$ cat config.mk
export PLATFORM = sky130hd
export DESIGN_NAME = uart_fifo_core
export DESIGN_NICKNAME = d
export VERILOG_FILES = /design/src/rtl/uart_pkg.sv /design/src/rtl/sync_fifo.sv /design/src/rtl/uart_fifo_core.sv
export SDC_FILE = /design/constraint.sdc
export NUM_CORES = 1
export LEC_CHECK = 0
export ABC_AREA = 1
export CELL_PAD_IN_SITES_DETAIL_PLACEMENT = 1
export CELL_PAD_IN_SITES_GLOBAL_PLACEMENT = 2
export CORE_UTILIZATION = 41
export DETAILED_ROUTE_END_ITERATION = 12
export GPL_TIMING_DRIVEN = 0
export PLACE_DENSITY_LB_ADDON = 0.1
export RECOVER_POWER = 25
export SLEW_MARGIN = 20
export SYNTH_ARGS = -nofsm -noshare
export SYNTH_HDL_FRONTEND = slang
export SYNTH_SLANG_ARGS = --single-unit
export TNS_END_PERCENT = 30
$ cat constraint.sdc
create_clock -name clk_i -period 3.6 [get_ports clk_i]
set_input_delay 1.08 -clock clk_i [delete_from_list [all_inputs] [get_ports clk_i]]
set_output_delay 1.08 -clock clk_i [all_outputs]
set_load 0.01 [all_outputs]
$ cat src/rtl/uart_pkg.sv
// Shared types and helpers for the UART FIFO core.
//   uart_state_t  : state encoding used by both the TX and RX FSMs
//   bit_cnt_width : width of a counter that can hold a data-bit index 0..bits
package uart_pkg;

    typedef enum logic [2:0] {
        IDLE  = 3'd0,
        START = 3'd1,
        DATA  = 3'd2,
        PAR   = 3'd3,
        STOP  = 3'd4
    } uart_state_t;

    function automatic int bit_cnt_width(input int bits);
        return $clog2(bits + 1);
    endfunction

endpackage

$ cat src/rtl/sync_fifo.sv
// Single-clock FIFO with first-word fall-through output.
// Ports:
//   clk, rst      : clock, asynchronous active-high reset
//   wr_en, din    : push request and data (ignored when full unless a pop
//                   happens in the same cycle)
//   rd_en         : pop request (ignored when empty)
//   dout          : head of the queue, forced to 0 while empty
//   full, empty   : status, derived combinationally from the pointers
module sync_fifo #(
    parameter int n       = 8,
    parameter int address = 4
) (
    input  logic         clk,
    input  logic         rst,
    input  logic         wr_en,
    input  logic         rd_en,
    input  logic [n-1:0] din,
    output logic [n-1:0] dout,
    output logic         full,
    output logic         empty
);

    localparam int DEPTH = 2 ** address;

    logic [n-1:0]   mem [DEPTH];
    logic [address:0] wr_ptr;
    logic [address:0] rd_ptr;
    logic           do_wr;
    logic           do_rd;

    // Extra pointer MSB separates "wrapped once" (full) from "equal" (empty).
    assign empty = (wr_ptr == rd_ptr);
    assign full  = (wr_ptr[address] != rd_ptr[address]) &&
                   (wr_ptr[address-1:0] == rd_ptr[address-1:0]);

    assign do_rd = rd_en && !empty;
    // A full FIFO still accepts a write when the head leaves in the same cycle.
    assign do_wr = wr_en && (!full || do_rd);

    assign dout = empty ? '0 : mem[rd_ptr[address-1:0]];

    always_ff @(posedge clk or posedge rst) begin
        if (rst) begin
            wr_ptr <= '0;
            rd_ptr <= '0;
        end else begin
            if (do_wr) wr_ptr <= wr_ptr + 1'b1;
            if (do_rd) rd_ptr <= rd_ptr + 1'b1;
        end
    end

    always_ff @(posedge clk) begin
        if (do_wr) mem[wr_ptr[address-1:0]] <= din;
    end

endmodule

$ cat src/rtl/uart_fifo_core.sv
// Full-duplex UART with a FIFO per direction, single clock domain.
// Optional feature macro: UART_PARITY_EN (even parity bit after the data
// bits on TX, checked on RX; when undefined parity_err_o is tied to 0).
// Ports:
//   clk_i, rst_i   : system clock, asynchronous active-high reset
//   Rx_i           : serial input (asynchronous, synchronised internally)
//   Tx_o           : serial output, idles high
//   wr_i, ena_wr_i : TX FIFO push data / strobe;  fl_full_o : TX FIFO full
//   rd_o, ena_rd_i : RX FIFO head / pop strobe;   fl_empty_o : RX FIFO empty
//   frame_err_o, overrun_o, parity_err_o : sticky errors, cleared by clr_err_i
//
// FSM states (shared by TX and RX):
//   state | meaning
//   IDLE  | line idle; TX waits for FIFO data, RX waits for a falling edge
//   START | start bit; RX re-samples at mid-bit to reject glitches
//   DATA  | n data bits, LSB first
//   PAR   | even parity bit (only with UART_PARITY_EN)
//   STOP  | stop bit; RX decides push / frame error / overrun
module uart_fifo_core
    import uart_pkg::*;
#(
    parameter int n            = 8,
    parameter int address      = 4,
    parameter int CLKS_PER_BIT = 16
) (
    input  logic         clk_i,
    input  logic         rst_i,
    input  logic         Rx_i,
    output logic         Tx_o,
    input  logic [n-1:0] wr_i,
    input  logic         ena_wr_i,
    output logic         fl_full_o,
    output logic [n-1:0] rd_o,
    input  logic         ena_rd_i,
    output logic         fl_empty_o,
    output logic         frame_err_o,
    output logic         overrun_o,
    output logic         parity_err_o,
    input  logic         clr_err_i
);

    localparam int CW = $clog2(CLKS_PER_BIT);
    localparam int BW = bit_cnt_width(n);
    localparam logic [CW-1:0] BIT_TC   = CW'(CLKS_PER_BIT - 1);
    localparam logic [CW-1:0] HALF_TC  = CW'(CLKS_PER_BIT / 2 - 1);
    localparam logic [BW-1:0] LAST_BIT = BW'(n - 1);

    // ------------------------------------------------------------------
    // TX path
    // ------------------------------------------------------------------
    logic         tx_full;
    logic         tx_empty;
    logic [n-1:0] tx_dout;
    logic         tx_pop;

    sync_fifo #(.n(n), .address(address)) u_tx_fifo (
        .clk   (clk_i),
        .rst   (rst_i),
        .wr_en (ena_wr_i),
        .rd_en (tx_pop),
        .din   (wr_i),
        .dout  (tx_dout),
        .full  (tx_full),
        .empty (tx_empty)
    );

    assign fl_full_o = tx_full;

    uart_state_t  tx_state, tx_state_nxt;
    logic [CW-1:0] tx_cnt, tx_cnt_nxt;
    logic [BW-1:0] tx_bit_cnt, tx_bit_cnt_nxt;
    logic [n-1:0]  tx_shift, tx_shift_nxt;
    logic          tx_line;
`ifdef UART_PARITY_EN
    logic          tx_par, tx_par_nxt;
`endif

    always_ff @(posedge clk_i or posedge rst_i) begin
        if (rst_i) begin
            tx_state   <= IDLE;
            tx_cnt     <= '0;
            tx_bit_cnt <= '0;
            tx_shift   <= '0;
`ifdef UART_PARITY_EN
            tx_par     <= 1'b0;
`endif
        end else begin
            tx_state   <= tx_state_nxt;
            tx_cnt     <= tx_cnt_nxt;
            tx_bit_cnt <= tx_bit_cnt_nxt;
            tx_shift   <= tx_shift_nxt;
`ifdef UART_PARITY_EN
            tx_par     <= tx_par_nxt;
`endif
        end
    end

    always_comb begin
        tx_state_nxt   = tx_state;
        tx_cnt_nxt     = tx_cnt;
        tx_bit_cnt_nxt = tx_bit_cnt;
        tx_shift_nxt   = tx_shift;
`ifdef UART_PARITY_EN
        tx_par_nxt     = tx_par;
`endif
        tx_pop         = 1'b0;
        tx_line        = 1'b1;
        case (tx_state)
            IDLE: begin
                if (!tx_empty) begin
                    tx_pop       = 1'b1;
                    tx_shift_nxt = tx_dout;
`ifdef UART_PARITY_EN
                    tx_par_nxt   = ^tx_dout;
`endif
                    tx_cnt_nxt   = BIT_TC;
                    tx_state_nxt = START;
                end
            end
            START: begin
                tx_line = 1'b0;
                if (tx_cnt == '0) begin
                    tx_cnt_nxt     = BIT_TC;
                    tx_bit_cnt_nxt = LAST_BIT;
                    tx_state_nxt   = DATA;
                end else begin
                    tx_cnt_nxt = tx_cnt - 1'b1;
                end
            end
            DATA: begin
                tx_line = tx_shift[0];
                if (tx_cnt == '0) begin
                    tx_cnt_nxt   = BIT_TC;
                    tx_shift_nxt = tx_shift >> 1;
                    if (tx_bit_cnt == '0) begin
`ifdef UART_PARITY_EN
                        tx_state_nxt = PAR;
`else
                        tx_state_nxt = STOP;
`endif
                    end else begin
                        tx_bit_cnt_nxt = tx_bit_cnt - 1'b1;
                    end
                end else begin
                    tx_cnt_nxt = tx_cnt - 1'b1;
                end
            end
`ifdef UART_PARITY_EN
            PAR: begin
                tx_line = tx_par;
                if (tx_cnt == '0) begin
                    tx_cnt_nxt   = BIT_TC;
                    tx_state_nxt = STOP;
                end else begin
                    tx_cnt_nxt = tx_cnt - 1'b1;
                end
            end
`endif
            STOP: begin
                tx_line = 1'b1;
                if (tx_cnt == '0) begin
                    // Back-to-back frames: next start bit follows the stop bit directly.
                    if (!tx_empty) begin
                        tx_pop       = 1'b1;
                        tx_shift_nxt = tx_dout;
`ifdef UART_PARITY_EN
                        tx_par_nxt   = ^tx_dout;
`endif
                        tx_cnt_nxt   = BIT_TC;
                        tx_state_nxt = START;
                    end else begin
                        tx_state_nxt = IDLE;
                    end
                end else begin
                    tx_cnt_nxt = tx_cnt - 1'b1;
                end
            end
            default: tx_state_nxt = IDLE;
        endcase
    end

    // Registered line driver: glitch-free output, forced high by reset.
    always_ff @(posedge clk_i or posedge rst_i) begin
        if (rst_i) Tx_o <= 1'b1;
        else       Tx_o <= tx_line;
    end

    // ------------------------------------------------------------------
    // RX path
    // ------------------------------------------------------------------
    logic rx_meta;
    logic rx_s;
    logic rx_prev;
    logic rx_fall;

    always_ff @(posedge clk_i or posedge rst_i) begin
        if (rst_i) begin
            rx_meta <= 1'b1;
            rx_s    <= 1'b1;
            rx_prev <= 1'b1;
        end else begin
            rx_meta <= Rx_i;
            rx_s    <= rx_meta;
            rx_prev <= rx_s;
        end
    end

    assign rx_fall = rx_prev && !rx_s;

    uart_state_t   rx_state, rx_state_nxt;
    logic [CW-1:0] rx_cnt, rx_cnt_nxt;
    logic [BW-1:0] rx_bit_cnt, rx_bit_cnt_nxt;
    logic [n-1:0]  rx_shift, rx_shift_nxt;
    logic          rx_push_evt;
    logic          frame_evt;
    logic          rx_wr_en_q;
    logic          rx_full;
    logic          rx_empty;
    logic          ovr_evt;
`ifdef UART_PARITY_EN
    logic          par_evt;
`endif

    always_ff @(posedge clk_i or posedge rst_i) begin
        if (rst_i) begin
            rx_state   <= IDLE;
            rx_cnt     <= '0;
            rx_bit_cnt <= '0;
            rx_shift   <= '0;
            rx_wr_en_q <= 1'b0;
        end else begin
            rx_state   <= rx_state_nxt;
            rx_cnt     <= rx_cnt_nxt;
            rx_bit_cnt <= rx_bit_cnt_nxt;
            rx_shift   <= rx_shift_nxt;
            rx_wr_en_q <= rx_push_evt;
        end
    end

    always_comb begin
        rx_state_nxt   = rx_state;
        rx_cnt_nxt     = rx_cnt;
        rx_bit_cnt_nxt = rx_bit_cnt;
        rx_shift_nxt   = rx_shift;
        rx_push_evt    = 1'b0;
        frame_evt      = 1'b0;
`ifdef UART_PARITY_EN
        par_evt        = 1'b0;
`endif
        case (rx_state)
            IDLE: begin
                if (rx_fall) begin
                    rx_cnt_nxt   = HALF_TC;
                    rx_state_nxt = START;
                end
            end
            START: begin
                if (rx_cnt == '0) begin
                    if (!rx_s) begin
                        rx_cnt_nxt     = BIT_TC;
                        rx_bit_cnt_nxt = LAST_BIT;
                        rx_state_nxt   = DATA;
                    end else begin
                        rx_state_nxt = IDLE;
                    end
                end else begin
                    rx_cnt_nxt = rx_cnt - 1'b1;
                end
            end
            DATA: begin
                if (rx_cnt == '0) begin
                    rx_shift_nxt = {rx_s, rx_shift[n-1:1]};
                    rx_cnt_nxt   = BIT_TC;
                    if (rx_bit_cnt == '0) begin
`ifdef UART_PARITY_EN
                        rx_state_nxt = PAR;
`else
                        rx_state_nxt = STOP;
`endif
                    end else begin
                        rx_bit_cnt_nxt = rx_bit_cnt - 1'b1;
                    end
                end else begin
                    rx_cnt_nxt = rx_cnt - 1'b1;
                end
            end
`ifdef UART_PARITY_EN
            PAR: begin
                if (rx_cnt == '0) begin
                    par_evt      = (rx_s != ^rx_shift);
                    rx_cnt_nxt   = BIT_TC;
                    rx_state_nxt = STOP;
                end else begin
                    rx_cnt_nxt = rx_cnt - 1'b1;
                end
            end
`endif
            STOP: begin
                if (rx_cnt == '0) begin
                    if (rx_s) rx_push_evt = 1'b1;
                    else      frame_evt   = 1'b1;
                    rx_state_nxt = IDLE;
                end else begin
                    rx_cnt_nxt = rx_cnt - 1'b1;
                end
            end
            default: rx_state_nxt = IDLE;
        endcase
    end

    // rx_shift holds the completed frame until the next frame's data bits,
    // so it is still valid during the write cycle after the stop sample.
    sync_fifo #(.n(n), .address(address)) u_rx_fifo (
        .clk   (clk_i),
        .rst   (rst_i),
        .wr_en (rx_wr_en_q),
        .rd_en (ena_rd_i),
        .din   (rx_shift),
        .dout  (rd_o),
        .full  (rx_full),
        .empty (rx_empty)
    );

    assign fl_empty_o = rx_empty;
    assign ovr_evt    = rx_wr_en_q && rx_full && !(ena_rd_i && !rx_empty);

    // ------------------------------------------------------------------
    // Sticky error flags; clear wins over a coincident event
    // ------------------------------------------------------------------
    always_ff @(posedge clk_i or posedge rst_i) begin
        if (rst_i) begin
            frame_err_o <= 1'b0;
            overrun_o   <= 1'b0;
        end else begin
            if (clr_err_i)      frame_err_o <= 1'b0;
            else if (frame_evt) frame_err_o <= 1'b1;
            if (clr_err_i)      overrun_o   <= 1'b0;
            else if (ovr_evt)   overrun_o   <= 1'b1;
        end
    end

`ifdef UART_PARITY_EN
    always_ff @(posedge clk_i or posedge rst_i) begin
        if (rst_i)          parity_err_o <= 1'b0;
        else if (clr_err_i) parity_err_o <= 1'b0;
        else if (par_evt)   parity_err_o <= 1'b1;
    end
`else
    assign parity_err_o = 1'b0;
`endif

endmodule

==> results.md, run 1 <==
- CTS tree: yes
- Adder-Cell Fraction of Synth Area: approximately 1.3%
- Main synth FF type: edfxtp_1
- IO Port Bufs: 26
- GRT Util Overall: 22.0%
- Largest net degree at the start of global routing: between 40 and 50
- Crit path DAT: 2.45 ns
- R2r setup slk: between 0.7 and 0.8 ns
- Inserted Clock Buffers: 37
- Crit Reg-Reg Startpoint: tx_cnt[1]
- GPL Wtd Cong: about 0.79
- Sequential fraction of the synthesis area: between 60% and 70%
- Vias: ~9400
- Maximum VDD drop: 416 µV
- Vias in the first global route: just under 10000
- Yosys reg bits: around 320
- PwrDens: 794 mW/mm²
- Number of antenna violations at the first check in global routing: 0
- Dpl ws: -0.127 ns
- Min Tclk post-route: around 3.5 ns
- Post-synthesis mux area share: 0.566%
- Leak: ~6.3 nW
- Async set-reset flop share out of synthesis: 20.2%
- Layout cells sized above 1: about 12%
- CP required: 2.52 ns
- RSZ-0062 raised after global routing: yes
- Post-synthesis compound-gate area fraction: 8.27%
- Syn_area_per_cell: between 10 and 15 µm²
- Worst Skew: 0.0246 ns
- Number of flops mapped to enable cells by yosys: 256
- Die height: between 150 and 200 µm
- Status: complete, no violations
- Nets: 1393
- Die area: 0.0347 mm²
- Max-cap violations: 0
- Largest family of logic cells by synthesized area: simple AND/OR/NAND/NOR gates
- Biggest area consumer among synthesized cells: edfxtp_1
- Setup TNS Final: 0 ns
- Period Utilization, post-route: between 90% and 100%
- Xor and xnor area share after synthesis: 1.45%
- Synthesis-to-layout area growth: 16.1%
- Clock root buffer: clkbuf_16
- Most frequent cells in the layout: edfxtp_1, nand2_1, nor2_1, o21ai_0, nand3_1
- Final WL: 36600 µm
- Cell total after placement: about 1800
- CTS clock-pin slew for the worst setup and hold paths: 0.06 ns
- Vias/cell: 5.09
- Initial Utilization: approximately two fifths
- Initial DRC count: ~480
- First-pass GRT wire length: around 57000 µm
- Hold_sp: rx_meta
- Area contributors post-synth: edfxtp_1, dfrtp_1, nand2_1
- R2R depth: 7
- Fmax achieved: between 200 and 300 MHz
- Remaining antenna violation count: 0
- Worst setup EP type: primary output
- Syn Std Cell Area: between 0.01 and 0.015 mm²
- Worst-margin pin slew: 1.24 ns
- N_diodes: 0
- Seq. cell area: between 0.009 and 0.01 mm²
- Row cnt: 67
- Core area: 0.0334 mm²
- Worst Path Max Fanout: 10
- Router iterations before antenna repair: 4
- Final setup viols: 0
- Worst Hold Path EP: rx_s
- Clock buffer depth: 3
- Synth Warn #: 0
- CTS sink cnt: between 300 and 400
- Synth Net Count: about 1300
- Critical path class: register to primary output
- Io pins: 28
- WL/cell: between 15 and 20 µm
- Max-slew violation count: 0
- Post-route DRC violation count: 0
- Htree depth: 2
- Hold Path Depth: 0
- Die width: 186 µm
- Multi-input logic area: roughly 0.0041 mm²
- Slew HR: 17.2%
- Layout Cells excl Fill: 1839
- Instance count of the mapped netlist: ~1300
- Commonest non-fill, non-tap cell in the layout: edfxtp_1
- Clk_lat worst skew: around 0.53 ns
- Fillers: 3564
- Cell variety after synth: 44
- Fin worst setup slack: 0.0730 ns
- R2R Path End: u_tx_fifo.mem[4][7]
- Worst Hold Class: register to register
- Hold Buf Count CTS: 0
- Simple-gate share of the synthesized area: 17.4%
- Final hold vios: 0
- Detail Placement HPWL: 25700 µm
- Area share of the largest cell type after synthesis: ~55%
- Gr ovfl total: 0
- CP startpoint kind: register
[final cells by class]
type,instances,area share [%]
inverters,76,1.79
well taps,448,3.47
clock inverters,14,0.813
multi-input cells,835,25.5
clock buffers,52,6.46
repair buffers,36,2.01
flip-flops and latches,321,57.7
plain buffers,57,2.26
[power breakdown]
part	switching (W)	internal, W
sequential	0.000250	0.00441
clock	0.00147	0.00217
combinational	0.00305	0.00147
[layer usage]
| layer | up-vias | wire, µm | global-route usage (%) |
|---|---|---|---|
| met3 | 49 | 898 | 2.65 |
| met2 | 115 | 19000 | 40.5 |
| met1 | 4621 | 15800 | 27.1 |
| met4 | 0 | 801 | 6.36 |
| li1 | 4574 | - | - |
| met5 | - | 0 | 0 |
[cell families (layout without fill, tap and decap cells)]
kind of cell | Yosys count | after routing
flops | 321 | 321
other cells | 1 | 1
xor+xnor | 23 | 23
fa+ha+maj | 15 | 15
mux | 7 | 7
compound gates | 207 | 207
buf+inv | 133 | 235
simple gates | 582 | 582
[worst max-delay path, stage by stage, from the launching register on]
cell             delay (ns)
dfrtp_1                0.37
buf_2                  0.20
xor2_1                 0.18
nor2_1                 0.10
nand2_1                0.11
nor2_4                 0.34
clkdlybuf4s50_1        0.61
[worst max path at each step]
stage	startpoint	endpoint	slack (ns)
2_1_floorplan	rst_i	frame_err_o	0.90
3_3_place_gp	rst_i	rx_shift[4]	-0.46
3_5_place_dp	u_rx_fifo.rd_ptr[1]	rd_o[3]	-0.13
4_1_cts	u_rx_fifo.rd_ptr[0]	rd_o[1]	-0.13
5_1_grt	u_rx_fifo.rd_ptr[2]	fl_empty_o	-0.05
6_report	u_rx_fifo.rd_ptr[2]	fl_empty_o	0.07
[flip-flops by register name (all words and copies together) (netlist names), 4 cells and up]
name	count
rx_bit_cnt	4
rx_cnt	4
rx_shift	8
tx_bit_cnt	4
tx_cnt	4
tx_shift	8
u_rx_fifo.mem	128
u_rx_fifo.rd_ptr	5
u_rx_fifo.wr_ptr	5
u_tx_fifo.mem	128
u_tx_fifo.rd_ptr	5
u_tx_fifo.wr_ptr	5
[timing repair]
action,in CTS,in global routing
setup buffers,0,0
pin swaps,0,0
resized for setup,49,9
endpoints found under the setup margin,8,5
[Yosys cell counts, types with 2 or more instances]
master and n:
o211ai_1 19, a31oi_1 5, buf_4 7, o21bai_1 2, buf_1 4, o21a_1 2, xnor2_1 7, clkbuf_1 25
o31ai_1 3, a21oi_1 13, or2_2 7, nor3_1 19, mux2_2 7, buf_2 20, nand3_1 71, edfxtp_1 256
nand2_1 237, dfstp_2 4, nand4_1 10, nand2_2 7, dfrtp_1 61, clkinv_1 3, o22ai_1 3, nor2_1 221
inv_2 9, inv_1 63, o21ai_0 143, nor2_2 4, o21ai_1 13, xor2_1 16, ha_1 15
[through the flow]
| stage | instance area (µm²) | hold slack, ns | total power [W] | util, % |
|---|---|---|---|---|
| final | 16200 | 0.366 | 0.0128 | 48.3 |
| after global routing | 16200 | 0.368 | 0.0137 | 48.3 |
| after CTS | 16200 | 0.357 | 0.0130 | 48.3 |
| after detailed placement | 14900 | 0.356 | 0.00928 | 44.5 |
| after global placement | 14700 | 0.346 | 0.00915 | 44.1 |
| after floorplan | 13900 | 0.345 | 0.00758 | - |
Power figures use the tool's default switching activity.
==> run 2, diff against run 1 <==
--- a/config.mk
+++ b/config.mk
@@ -6,6 +6,7 @@
 export NUM_CORES = 1
 export LEC_CHECK = 0
 export ABC_AREA = 1
+export ABC_CLOCK_PERIOD_IN_PS = 3600
 export CELL_PAD_IN_SITES_DETAIL_PLACEMENT = 1
 export CELL_PAD_IN_SITES_GLOBAL_PLACEMENT = 2
 export CORE_UTILIZATION = 41
==> results of run 2 <==
Same layout as run 1: the final DEF is identical, and so are final timing and power.
